==> config.mk <==
export PLATFORM = sky130hd
export DESIGN_NAME = pe_mac_sequencer_flat
export DESIGN_NICKNAME = d
export VERILOG_FILES = /design/src/rtl/pe_mac_sequencer_pkg.sv /design/src/rtl/pe_mac_sequencer_if.sv /design/src/rtl/pe_mac_sequencer_watchdog.sv /design/src/rtl/pe_mac_sequencer.sv /design/src/flat_wrapper.sv
export SDC_FILE = /design/constraint.sdc
export NUM_CORES = 1
export LEC_CHECK = 0
export ABC_AREA = 1
export CAP_MARGIN = 20
export CORE_ASPECT_RATIO = 0.9
export CORE_UTILIZATION = 42
export DETAILED_ROUTE_END_ITERATION = 8
export MAX_ROUTING_LAYER = met4
export PLACE_DENSITY = 0.87
export SLEW_MARGIN = 20
export SYNTH_ARGS = -nofsm -noshare
export SYNTH_HDL_FRONTEND = slang
export SYNTH_SLANG_ARGS = --single-unit
==> constraint.sdc <==
create_clock -name aclk -period 4 [get_ports aclk]
set_clock_uncertainty 0.15 [all_clocks]
set_input_delay 0.6 -clock aclk [delete_from_list [all_inputs] [get_ports aclk]]
set_output_delay 0.6 -clock aclk [all_outputs]
set_load 0.02 [all_outputs]
==> src/rtl/pe_mac_sequencer_pkg.sv <==
// Shared types and constants for the PE MAC sequencer: state encoding, fp32 width, GB layout.
package pe_seq_pkg;
    localparam int FP_W   = 32;
    localparam int B_BASE = 0;

    // A follows B in the global buffer, so its base depends on the vector length.
    function automatic int a_base(input int vlen);
        return B_BASE + vlen;
    endfunction

    typedef enum logic [2:0] {
        S_IDLE, S_CLEAR, S_LOAD, S_FETCH, S_ISSUE, S_WAIT, S_DONE
    } state_t;
endpackage

==> src/rtl/pe_mac_sequencer_if.sv <==
// GB read port plus PE RAM/MAC port, seen from the sequencer (master) and the GB/PE side (slave).
interface pe_mac_sequencer_if
    import pe_seq_pkg::*;
#(
    parameter int L_RAM_SIZE = 4,
    parameter int GB_AW      = L_RAM_SIZE + 1
);
    logic [GB_AW-1:0]      gb_addr;
    logic [FP_W-1:0]       gb_rdata;
    logic                  pe_clear;
    logic                  pe_we;
    logic [L_RAM_SIZE-1:0] pe_addr;
    logic [FP_W-1:0]       pe_din;
    logic [FP_W-1:0]       pe_ain;
    logic                  pe_valid;
    logic                  pe_dvalid;
    logic [FP_W-1:0]       pe_dout;

    modport master (
        output gb_addr, pe_clear, pe_we, pe_addr, pe_din, pe_ain, pe_valid,
        input  gb_rdata, pe_dvalid, pe_dout
    );
    modport slave (
        input  gb_addr, pe_clear, pe_we, pe_addr, pe_din, pe_ain, pe_valid,
        output gb_rdata, pe_dvalid, pe_dout
    );
endinterface

==> src/rtl/pe_mac_sequencer_watchdog.sv <==
// Saturating wait counter; expire fires on the TIMEOUT-th enabled cycle after a clear.
module pe_seq_watchdog #(
    parameter int TIMEOUT = 64
) (
    input  logic clk,
    input  logic rst,
    input  logic clr,
    input  logic en,
    output logic expire
);
    localparam int W = $clog2(TIMEOUT + 1);

    logic [W-1:0] cnt;

    always_ff @(posedge clk) begin
        if (rst || clr)
            cnt <= '0;
        else if (en && cnt != W'(TIMEOUT))
            cnt <= cnt + 1'b1;
    end

    assign expire = en && (cnt >= W'(TIMEOUT - 1));
endmodule

==> src/rtl/pe_mac_sequencer.sv <==
// Runs one dot product on a single MAC PE: clear, load B into PE RAM, stream A, return psum.
module pe_mac_sequencer
    import pe_seq_pkg::*;
#(
    parameter int L_RAM_SIZE = 4,
    parameter int VLEN       = 16,
    parameter int GB_AW      = L_RAM_SIZE + 1,
    parameter int TIMEOUT    = 64
) (
    input  logic            aclk,
    input  logic            areset,
    input  logic            start,
    output logic            busy,
    output logic            done,
    output logic            error,
    output logic [FP_W-1:0] result,
    pe_mac_sequencer_if.master bus
);
    localparam int IW = L_RAM_SIZE + 1;
    localparam logic [IW-1:0]    VLEN_I = IW'(VLEN);
    localparam logic [IW-1:0]    LAST_I = IW'(VLEN - 1);
    localparam logic [GB_AW-1:0] A_OFS  = GB_AW'(a_base(VLEN));

    state_t        state, state_nxt;
    logic [IW-1:0] k;   // LOAD cycle index: issue address k, write index k-1
    logic [IW-1:0] i;   // element index
    logic          wd_expire;

    always_ff @(posedge aclk) begin
        if (areset) state <= S_IDLE;
        else        state <= state_nxt;
    end

    always_comb begin
        state_nxt    = state;
        bus.gb_addr  = '0;
        bus.pe_clear = 1'b0;
        bus.pe_we    = 1'b0;
        bus.pe_addr  = '0;
        bus.pe_din   = '0;
        bus.pe_ain   = '0;
        bus.pe_valid = 1'b0;
        done         = 1'b0;
        unique case (state)
            S_IDLE:  if (start) state_nxt = S_CLEAR;
            S_CLEAR: begin
                bus.pe_clear = 1'b1;
                state_nxt    = S_LOAD;
            end
            S_LOAD: begin
                if (k < VLEN_I) bus.gb_addr = GB_AW'(B_BASE) + GB_AW'(k);
                // GB data for address k-1 arrives this cycle.
                if (k != '0) begin
                    bus.pe_we   = 1'b1;
                    bus.pe_addr = L_RAM_SIZE'(k - IW'(1));
                    bus.pe_din  = bus.gb_rdata;
                end
                if (k == VLEN_I) state_nxt = S_FETCH;
            end
            S_FETCH: begin
                bus.gb_addr = A_OFS + GB_AW'(i);
                bus.pe_addr = L_RAM_SIZE'(i);
                state_nxt   = S_ISSUE;
            end
            S_ISSUE: begin
                bus.pe_valid = 1'b1;
                bus.pe_ain   = bus.gb_rdata;
                bus.pe_addr  = L_RAM_SIZE'(i);
                state_nxt    = S_WAIT;
            end
            S_WAIT: begin
                bus.pe_addr = L_RAM_SIZE'(i);
                // dvalid beats a simultaneous watchdog expiry.
                if (bus.pe_dvalid)  state_nxt = (i == LAST_I) ? S_DONE : S_FETCH;
                else if (wd_expire) state_nxt = S_IDLE;
            end
            S_DONE: begin
                done      = 1'b1;
                state_nxt = S_IDLE;
            end
            default: state_nxt = S_IDLE;
        endcase
    end

    assign busy = (state != S_IDLE);

    always_ff @(posedge aclk) begin
        if (areset) begin
            k      <= '0;
            i      <= '0;
            error  <= 1'b0;
            result <= '0;
        end else begin
            case (state)
                S_IDLE: if (start) begin
                    error  <= 1'b0;
                    result <= '0;
                end
                S_CLEAR: begin
                    k <= '0;
                    i <= '0;
                end
                S_LOAD: k <= k + 1'b1;
                S_WAIT: begin
                    if (bus.pe_dvalid) begin
                        if (i == LAST_I) result <= bus.pe_dout;
                        else             i      <= i + 1'b1;
                    end else if (wd_expire) begin
                        error <= 1'b1;
                    end
                end
                default: ;
            endcase
        end
    end

    pe_seq_watchdog #(.TIMEOUT(TIMEOUT)) u_wd (
        .clk    (aclk),
        .rst    (areset),
        .clr    (state == S_ISSUE),
        .en     (state == S_WAIT),
        .expire (wd_expire)
    );
endmodule
==> src/flat_wrapper.sv <==
// flat-port wrapper written by rule: the top's interface ports become plain ports
module pe_mac_sequencer_flat import pe_seq_pkg::*;
#(
    parameter int L_RAM_SIZE = 4,
    parameter int VLEN       = 16,
    parameter int GB_AW      = L_RAM_SIZE + 1,
    parameter int TIMEOUT    = 64
)
  (aclk, areset, start, busy, done, error, result, bus_gb_addr, bus_pe_clear, bus_pe_we, bus_pe_addr, bus_pe_din, bus_pe_ain, bus_pe_valid, bus_gb_rdata, bus_pe_dvalid, bus_pe_dout);
  pe_mac_sequencer_if #(.L_RAM_SIZE(L_RAM_SIZE), .GB_AW(GB_AW)) bus_i ();
  input  logic aclk;
  input  logic areset;
  input  logic start;
  output logic busy;
  output logic done;
  output logic error;
  output logic [FP_W-1:0] result;
  output wire logic [$bits(bus_i.gb_addr)-1:0] bus_gb_addr;
  output wire logic [$bits(bus_i.pe_clear)-1:0] bus_pe_clear;
  output wire logic [$bits(bus_i.pe_we)-1:0] bus_pe_we;
  output wire logic [$bits(bus_i.pe_addr)-1:0] bus_pe_addr;
  output wire logic [$bits(bus_i.pe_din)-1:0] bus_pe_din;
  output wire logic [$bits(bus_i.pe_ain)-1:0] bus_pe_ain;
  output wire logic [$bits(bus_i.pe_valid)-1:0] bus_pe_valid;
  input wire logic [$bits(bus_i.gb_rdata)-1:0] bus_gb_rdata;
  input wire logic [$bits(bus_i.pe_dvalid)-1:0] bus_pe_dvalid;
  input wire logic [$bits(bus_i.pe_dout)-1:0] bus_pe_dout;
  assign bus_gb_addr = bus_i.gb_addr;
  assign bus_pe_clear = bus_i.pe_clear;
  assign bus_pe_we = bus_i.pe_we;
  assign bus_pe_addr = bus_i.pe_addr;
  assign bus_pe_din = bus_i.pe_din;
  assign bus_pe_ain = bus_i.pe_ain;
  assign bus_pe_valid = bus_i.pe_valid;
  assign bus_i.gb_rdata = bus_gb_rdata;
  assign bus_i.pe_dvalid = bus_pe_dvalid;
  assign bus_i.pe_dout = bus_pe_dout;
  pe_mac_sequencer #(.L_RAM_SIZE(L_RAM_SIZE), .VLEN(VLEN), .GB_AW(GB_AW), .TIMEOUT(TIMEOUT)) u_core (.aclk(aclk), .areset(areset), .start(start), .busy(busy), .done(done), .error(error), .result(result), .bus(bus_i));
endmodule
Yosys cells after proc, flatten, opt, wreduce, memory -nomap -nowiden. Index checks and enable logic that the tools add are counted.

Register bits: 53. Latch bits: 0. Bits in writable memories: 0. Memory bits (read-only): 0. Output and inout bits: 111. Memories kept: 0.

Add/subtract/negate cells: 5. Multiply operators: 0. Divide/modulo/power cells: 0. $lt $le $gt $ge: 2. Equal/unequal tests: 17. Shift-type cells: 0. Multiplexer cells: 30. Bitwise gates (word level): 0. Reduce and logical (&&, ||, !) cells: 14.

Operator list (number): $mux 32 (6); $pmux 32 s2 (1); $pmux 5 s2 (3); $pmux 3 s6 (1); $mux 3 (5); $mux 5 (3); $add 5x1->5 const B (2); $eq 3x3->1 const B (3); $mux 1 (8); $ne 2x2->1 const B (4); $pmux 4 s2 (1); $reduce_and 4->1 (2); $add 7x1->7 const B (1); $ge 7x6->1 const B (1); $ne 7x7->1 const B (1); $eq 3x2->1 const B (2); $ne 2x1->1 const B (3); $reduce_and 3->1 (2); $reduce_bool 2->1 (3); $add 5x5->5 const A (1); $eq 5x4->1 const B (1); $eq 5x5->1 const B (1); $lt 5x5->1 const B (1); $reduce_bool 5->1 (1); 10 further kinds (11).

Longest topological paths before layout. Gate-level depths: netlist (run 1).

Depth in word-level cells: 5. Mapped depth: 11. Depth with buffers taken out: 11.

Modules after synthesis. Synthesis (run 1) repeated with hierarchy kept, for this count alone.

Cells, all modules: 513. Area, all modules: 3169.3 sq um.

By module, submodules not included: pe_mac_sequencer (times used 1, cells each 451, area an instance 2707.6 sq um, seq. area each 920.9 sq um); pe_seq_watchdog (times used 1, cells each 62, area an instance 461.7 sq um, seq. area each 140.1 sq um).

Least setup slack after synthesis (run 1). OpenSTA, ideal clock, no wires.

Path kind: register -> output. Start: register u_core.state[2]. End: output port bus_pe_din[22]. Data arrival time: 1.456 ns. Required time: 3.250 ns. Slack: 1.794 ns. Stages on the path, launching flop included: 6. Buffers on the path: 2. Cell sequence: dfxtp_1 -> buf_2 -> nor3_2 -> nand2_1 -> buf_2 -> nor2_1.

Cells in the longest elaborated chain, start to end: 2.

RTL lines: start: declaration (RTL line pe_mac_sequencer.sv:24) `state_t state, state_nxt;`; start signal: assignment (RTL line pe_mac_sequencer.sv:31) `else state <= state_nxt;`; $eq 3x2->1 (RTL line pe_mac_sequencer.sv:44) `unique case (state)`; $mux 32 (RTL line pe_mac_sequencer.sv:44); end: declaration (RTL line flat_wrapper.sv:22) `output wire logic [$bits(bus_i.pe_din)-1:0] bus_pe_din;`.

Every way passes these cells.

Final worst setup path (run 1).
Start: register u_core.state[2]. End: output port bus_pe_addr[1].

Cells in the longest elaborated chain, start to end: 3.

RTL lines: $eq 3x3->1 / $eq 3x2->1 (equally long branches) (RTL line pe_mac_sequencer.sv:44); $reduce_or 3->1 (no line); $pmux 4 s2 (*) (RTL line pe_mac_sequencer.sv:44); end: declaration (RTL line flat_wrapper.sv:21) `output wire logic [$bits(bus_i.pe_addr)-1:0] bus_pe_addr;`.

Every way passes the cells marked *; elsewhere a longest branch is shown, timed or not.

==> results.cfg, run 1 <==
[run_status]
outcome = finished, final reports clean

[floorplan]
die_h_um = 85.2
placement_rows = 29
top_level_ports = 179
chipWidth_um = 94.5
floorplan.die_area_um2 = 8050
floorplan.initialDensity_pct = 44.6
placeableCoreArea_um2 = 7260

[critical_path]
cp-endpoint = bus_pe_addr[1]
critical_path.max_fanout = 36
timing.reg2reg.setup_slack_ns = 1.13
end_kind = output port
reg2reg_to = u_core.result[14]
crit_path_start = u_core.state[2]
critical_path.startpoint_type = flop
cp.required_ns = 3.25
ws_path_type = flop to output port
rr_worst_depth = 9
critical_path_arrival_ns = 2.36
rr_startpoint = u_core.state[0]

[cells_and_area]
multi_input_area_um2 = 1660
area.sequential_um2 = 1060
antenna_cells = 0
post_route_cells_drive_above_1_share_pct = 2.92
fillerInstances = 583
most-common-layout-cells = 178 x clkdlybuf4s50_1, 148 x nand2_1, 118 x nor2_1, 97 x inv_1, 53 x dfxtp_1
synthToLayoutAreaGrowth_pct = 59.3
final_core_utilization_pct = 71.0
final_layout_net_count = 793
mostFrequentLayoutCell = clkdlybuf4s50_1
post_layout_nonfiller_instances = 812

[power_and_ir_drop]
pwr_density_cell_nw_per_um2 = 328
p_leak_nw = 2.34
worst_ir_drop_vdd_v = 0.000233

[detailed_routing]
post_drt_via_cell_ratio = 4.84
postRouteWirelength_um = 10700
post-route-drc-count = 0
detail_route.wl_per_cell_um = 13.1
detail_route.first_pass.iterations = 5
detailedRoute.firstIterationViolations = 300
ant_nets = 0
dr_vias = 3931

[global_routing]
grt.total_usage_pct = 26.9
grt_first_pass_wirelength_um = 16900
grt_start_max_net_pins = 41
grt_pass1_vias = 3715
antenna_found_initial = 0
globalRouteOverflowTotal = 0

[yosys]
yosysSeqAreaShare_pct = 32.8
synth_flop_cell = dfxtp_1
synth_fp_nets = 629
netlist.area_leader.share_pct = 32.8
synth_enable_flop_cells = 0
yosys-top-cells-area = dfxtp_1 33%, nand2_1 17%, nor2_1 14%, inv_1 11%, nand3_1 7.1%
syn_avg_cell_area_um2 = 5.84
synth_top_cell_by_area = dfxtp_1
yosys_register_bits = 53
ys_warn_count = 0
synthesis.instances = 554
synth.distinct_cells = 28
synth_async_sr_flop_share_pct = 0
mappedNetlistArea_um2 = 3230

[placed_design]
finalWeightedCongestion = 0.916
numPlacedInstances = 804
port_buffers = 178
detailedPlacementHpwl_um = 8210

[sta]
hold_viol = 0
slew_violations = 0
max_freq_ghz = 0.321
setup_violations = 0
fin_crit_ns = 3.11
worst-slew-pin-transition_ns = 0.590
maxSlewHeadroom_pct = 60.5
setup_total_neg_slack_ns = 0
timing.final.crit_share_pct = 77.8
grt_setup_unrepaired = false

[clocking]
cts_tree = built
cts_repair_resize_count = 0
worst_setup_hold_path_clk_slew_ns = 0.09
htree_num_levels = 2
clk-insertion-delay-late_ns = 0.30
cts_hold_buffers = 0
numCtsBuffers = 5
numClockSinks = 53
cts-root-buf = clkbuf_8
postCtsSetupRepairBufs = 0
clock_tree.buffer_depth = 2

[min_path]
depth_of_the_worst_hold_timing_path = 2
min_path_type = flop to flop

[flow_run]
timing.max_cap.violations = 0
## cell type report
| type | instances | area share, % |
|---|---|---|
| Tap cell | 93 | 2.26 |
| Sequential cell | 53 | 20.6 |
| Inverter | 101 | 7.36 |
| Clock inverter | 1 | 0.583 |
| Timing Repair Buffer | 183 | 35.3 |
| Multi-Input combinational cell | 374 | 32.2 |
| Clock buffer | 7 | 1.68 |
## Yosys cell counts, types with 3 or more instances
library cell / count
ha_1: 7
inv_2: 4
xor2_1: 4
clkbuf_1: 11
nand2_1: 148
o21ai_0: 6
buf_6: 3
inv_1: 97
nor3_1: 5
nand4_1: 4
nand3_1: 46
a21oi_1: 17
o22ai_1: 3
o32ai_1: 4
buf_2: 9
dfxtp_1: 53
nor2_1: 118
## stage by stage
step	power, W	setup WS (ns)	hold WS, ns	area [um^2]
detailed placement	0.00132	1.18	0.310	5030
finish	0.00169	0.889	0.323	5150
global route	0.00179	0.706	0.364	5150
floorplan	0.00104	1.79	0.303	3230
global placement	0.00130	1.26	0.309	5030
CTS	0.00170	0.878	0.325	5150
## layer usage
| metal | up-vias | GRT usage, % | part of all wire [%] |
|---|---|---|---|
| met5 | - | - | 0 |
| met4 | 0 | 5.37 | 1.3 |
| met3 | 14 | 5.65 | 7.8 |
| met2 | 170 | 49.5 | 51 |
| met1 | 1761 | 29.6 | 40 |
| li1 | 1986 | - | - |
## cells by family after synthesis
| logic type | count (synthesis) | share of synthesized area, % |
|---|---|---|
| buffers and inverters | 127 | 15.9 |
| DFF | 53 | 32.8 |
| AOI/OAI and AO/OA | 34 | 6.00 |
| and+or+nand+nor | 328 | 41.2 |
| adders and majority gates | 7 | 2.71 |
| xor gates and xnor gates | 5 | 1.35 |
## worst max-delay path: stages (launching register included)
cell             delay [ns]
dfxtp_1                0.39
nor3_2                 0.44
nand2_1                0.10
buf_4                  0.26
o22ai_1                0.22
clkdlybuf4s50_1        0.65
## power breakdown
group | switching (W) | total, W | leakage (nW) | internal [W]
logic | 0.000386 | 0.000680 | 1.85 | 0.000293
registers | 0.0000399 | 0.000631 | 0.433 | 0.000591
clock network | 0.000172 | 0.000376 | 0.0585 | 0.000204
total | 0.000598 | 0.00169 | 2.34 | 0.00109
## registers in the layout, indices dropped and copies added, names as in the netlist
register         cells
u_core.result       32
u_core.u_wd.cnt      7
u_core.i             5
u_core.k             5
u_core.state         3
u_core.error         1
## how the worst min path moves through the flow
stage	startpoint	endpoint	slack, ns
2_1_floorplan	u_core.i[0]	u_core.i[0]	0.30
3_3_place_gp	u_core.error	u_core.error	0.31
3_5_place_dp	u_core.error	u_core.error	0.31
4_1_cts	u_core.error	u_core.error	0.33
5_1_grt	u_core.error	u_core.error	0.36
6_report	u_core.error	u_core.error	0.32
No activity file was read; power rests on OpenSTA's default activity.
==> run 2: changes to the inputs <==
Settings changed: CORE_UTILIZATION 42 to 39, PLACE_DENSITY 0.87 to 0.82.
Clock period 4 ns to 2.93 ns, I/O delays scaled along.
==> results.cfg, run 2 (synthesis results as in run 1) <==
[critical_path]
cpMostUsedCell = inv_1
ws_path_type = flop to output port
critical_path.max_fanout = 34
end_kind = output port
worstPathCellList = inv_1, ha_1, nand3_1, nand2_1, buf_4, inv_1, clkdlybuf4s50_1
critical_path_arrival_ns = 2.19
crit_path_top_delay_cell = clkdlybuf4s50_1
critical-path-max-stage-delay_ns = 0.54
cp.required_ns = 2.34
critical_path.startpoint_type = flop

[floorplan]
floorplan.die_area_um2 = 8660
die_h_um = 88.4
placeableCoreArea_um2 = 8030
chipWidth_um = 98.0
top_level_ports = 179
placement_rows = 31
floorplan.initialDensity_pct = 40.3

[global_routing]
antenna_found_initial = 0
top_usage_layer = met2
grt_pass1_vias = 3386
globalRouteOverflowTotal = 0
grt_use_met2_pct = 39.9
globalRouteMet3Util_pct = 3.95
grt_start_max_net_pins = 41
grt_first_pass_wirelength_um = 15700
grt.met1_usage_pct = 27.4
grt.total_usage_pct = 22.9

[cells_and_area]
post_route_cells_drive_above_1_share_pct = 3.33
largest_registers = u_core.result: 32 flops, u_core.u_wd.cnt: 7 flops
final_layout_net_count = 795
fillerInstances = 740
antenna_cells = 0
final_core_utilization_pct = 65.4
most-common-layout-cells = 148 x nand2_1, 145 x clkdlybuf4s50_1, 117 x nor2_1, 97 x inv_1, 53 x dfxtp_1
area.sequential_um2 = 1060
post-route-cell-area_um2 = 5250
top_register = u_core.result
synthToLayoutAreaGrowth_pct = 62.5
mostFrequentLayoutCell = nand2_1
multi_input_area_um2 = 1660
largest_reg_flops = 32

[detailed_routing]
postRouteWirelength_um = 10300
ant_nets = 0
dr_vias = 3822
post_drt_via_cell_ratio = 4.66
detail_route.first_pass.iterations = 7
detailedRoute.firstIterationViolations = 179
post-route-drc-count = 5
detail_route.wl_per_cell_um = 12.6

[power_and_ir_drop]
power_frac_comb_pct = 40.4
pwr_density_cell_nw_per_um2 = 436
sequentialPowerShare_pct = 37.5
report.power.total_w = 0.00229
share_clk_of_total_power_pct = 22.1
p_int_w = 0.00147
net-switching-power_w = 0.000823
power_switching_share_pct = 35.9
worst_ir_drop_vdd_v = 0.000252
p_leak_nw = 2.97

[placed_design]
placedInstanceArea_um2 = 5060
port_buffers = 178
finalWeightedCongestion = 0.914
dp_slack_ns = 0.347
detailedPlacementHpwl_um = 7620

[sta]
worst-slew-pin-transition_ns = 0.610
hold_viol = 0
final_critical_path_setup_slack_ns = 0.151
grt_setup_unrepaired = false
max_freq_ghz = 0.360
fin_crit_ns = 2.78
maxSlewHeadroom_pct = 59.2
timing.final.crit_share_pct = 94.9
setup_total_neg_slack_ns = 0
setup_violations = 0
slew_violations = 0

[run_status]
outcome = finished with violations
violations_in_the_final_reports = design-rule violations

[clocking]
htree_num_levels = 2
cts_tree = built
cts-root-buf = clkbuf_8
numCtsBuffers = 5
clk-insertion-delay-late_ns = 0.30
clock_tree.buffer_depth = 2
worst_setup_hold_path_clk_slew_ns = 0.10
numClockSinks = 53

[flow_run]
timing.max_cap.violations = 0

[min_path]
min_path_type = flop to flop
run 2: what timing repair did:
item                       in CTS  in global routing
buffers inserted                0                  0
gates resized for setup         0                 34
setup endpoints to repair       0                 35
hold buffers                    0                  0
run 2: worst max-delay path, delay by kind of cell, from the launching register on:
| kind | cells | cell delay (ns) |
|---|---|---|
| buf+inv | 4 | 1.11 |
| fa+ha+maj | 1 | 0.20 |
| simple gates | 2 | 0.22 |
| flops | 1 | 0.35 |
run 2: path summary, 6_finish.rpt:
kind,endpoint,slack (ns),cells after the start,from
worst min-delay path,u_core.error,0.33,2,u_core.error
worst max-delay path,bus_pe_we,0.15,7,u_core.k[0]
worst max register to register,u_core.result[20],0.33,9,u_core.state[2]
worst min register to register,u_core.error,0.33,2,u_core.error
run 2: area by class of cell:
| class | count | share of cell area (%) |
|---|---|---|
| clock inverter | 2 | 0.738 |
| clock buffer | 6 | 1.38 |
| tap | 99 | 2.36 |
| multi-input combinational | 374 | 31.6 |
| sequential | 53 | 20.2 |
| timing repair buffer | 185 | 36.5 |
| inverter | 101 | 7.22 |
run 2: layer usage:
metal  wire (um)  up-vias
met5           0        -
met4         153        0
met3         421       14
met2        5260       84
met1        4500     1731
li1            -     1993
run 2: per-stage QoR:
stage	hold WS [ns]	instances
after global placement	0.312	812
after detailed placement	0.308	812
final	0.325	820
after global routing	0.354	820
after floorplan	0.303	554
after CTS	0.326	820
run 2: power groups by stage:
| stage | clock, W | sequential, W | combinational [W] |
|---|---|---|---|
| floorplan | 0 | 0.000963 | 0.000452 |
| global placement | 0 | 0.000871 | 0.000901 |
| detailed placement | 0 | 0.000876 | 0.000922 |
| CTS | 0.000513 | 0.000860 | 0.000929 |
| global route | 0.000542 | 0.000873 | 0.00101 |
| finish | 0.000506 | 0.000859 | 0.000927 |
==> run 3: changes to the inputs <==
Settings changed: TNS_END_PERCENT set to 20.
==> results of run 3 <==
Final layout, timing and power as in run 2 (identical DEF).
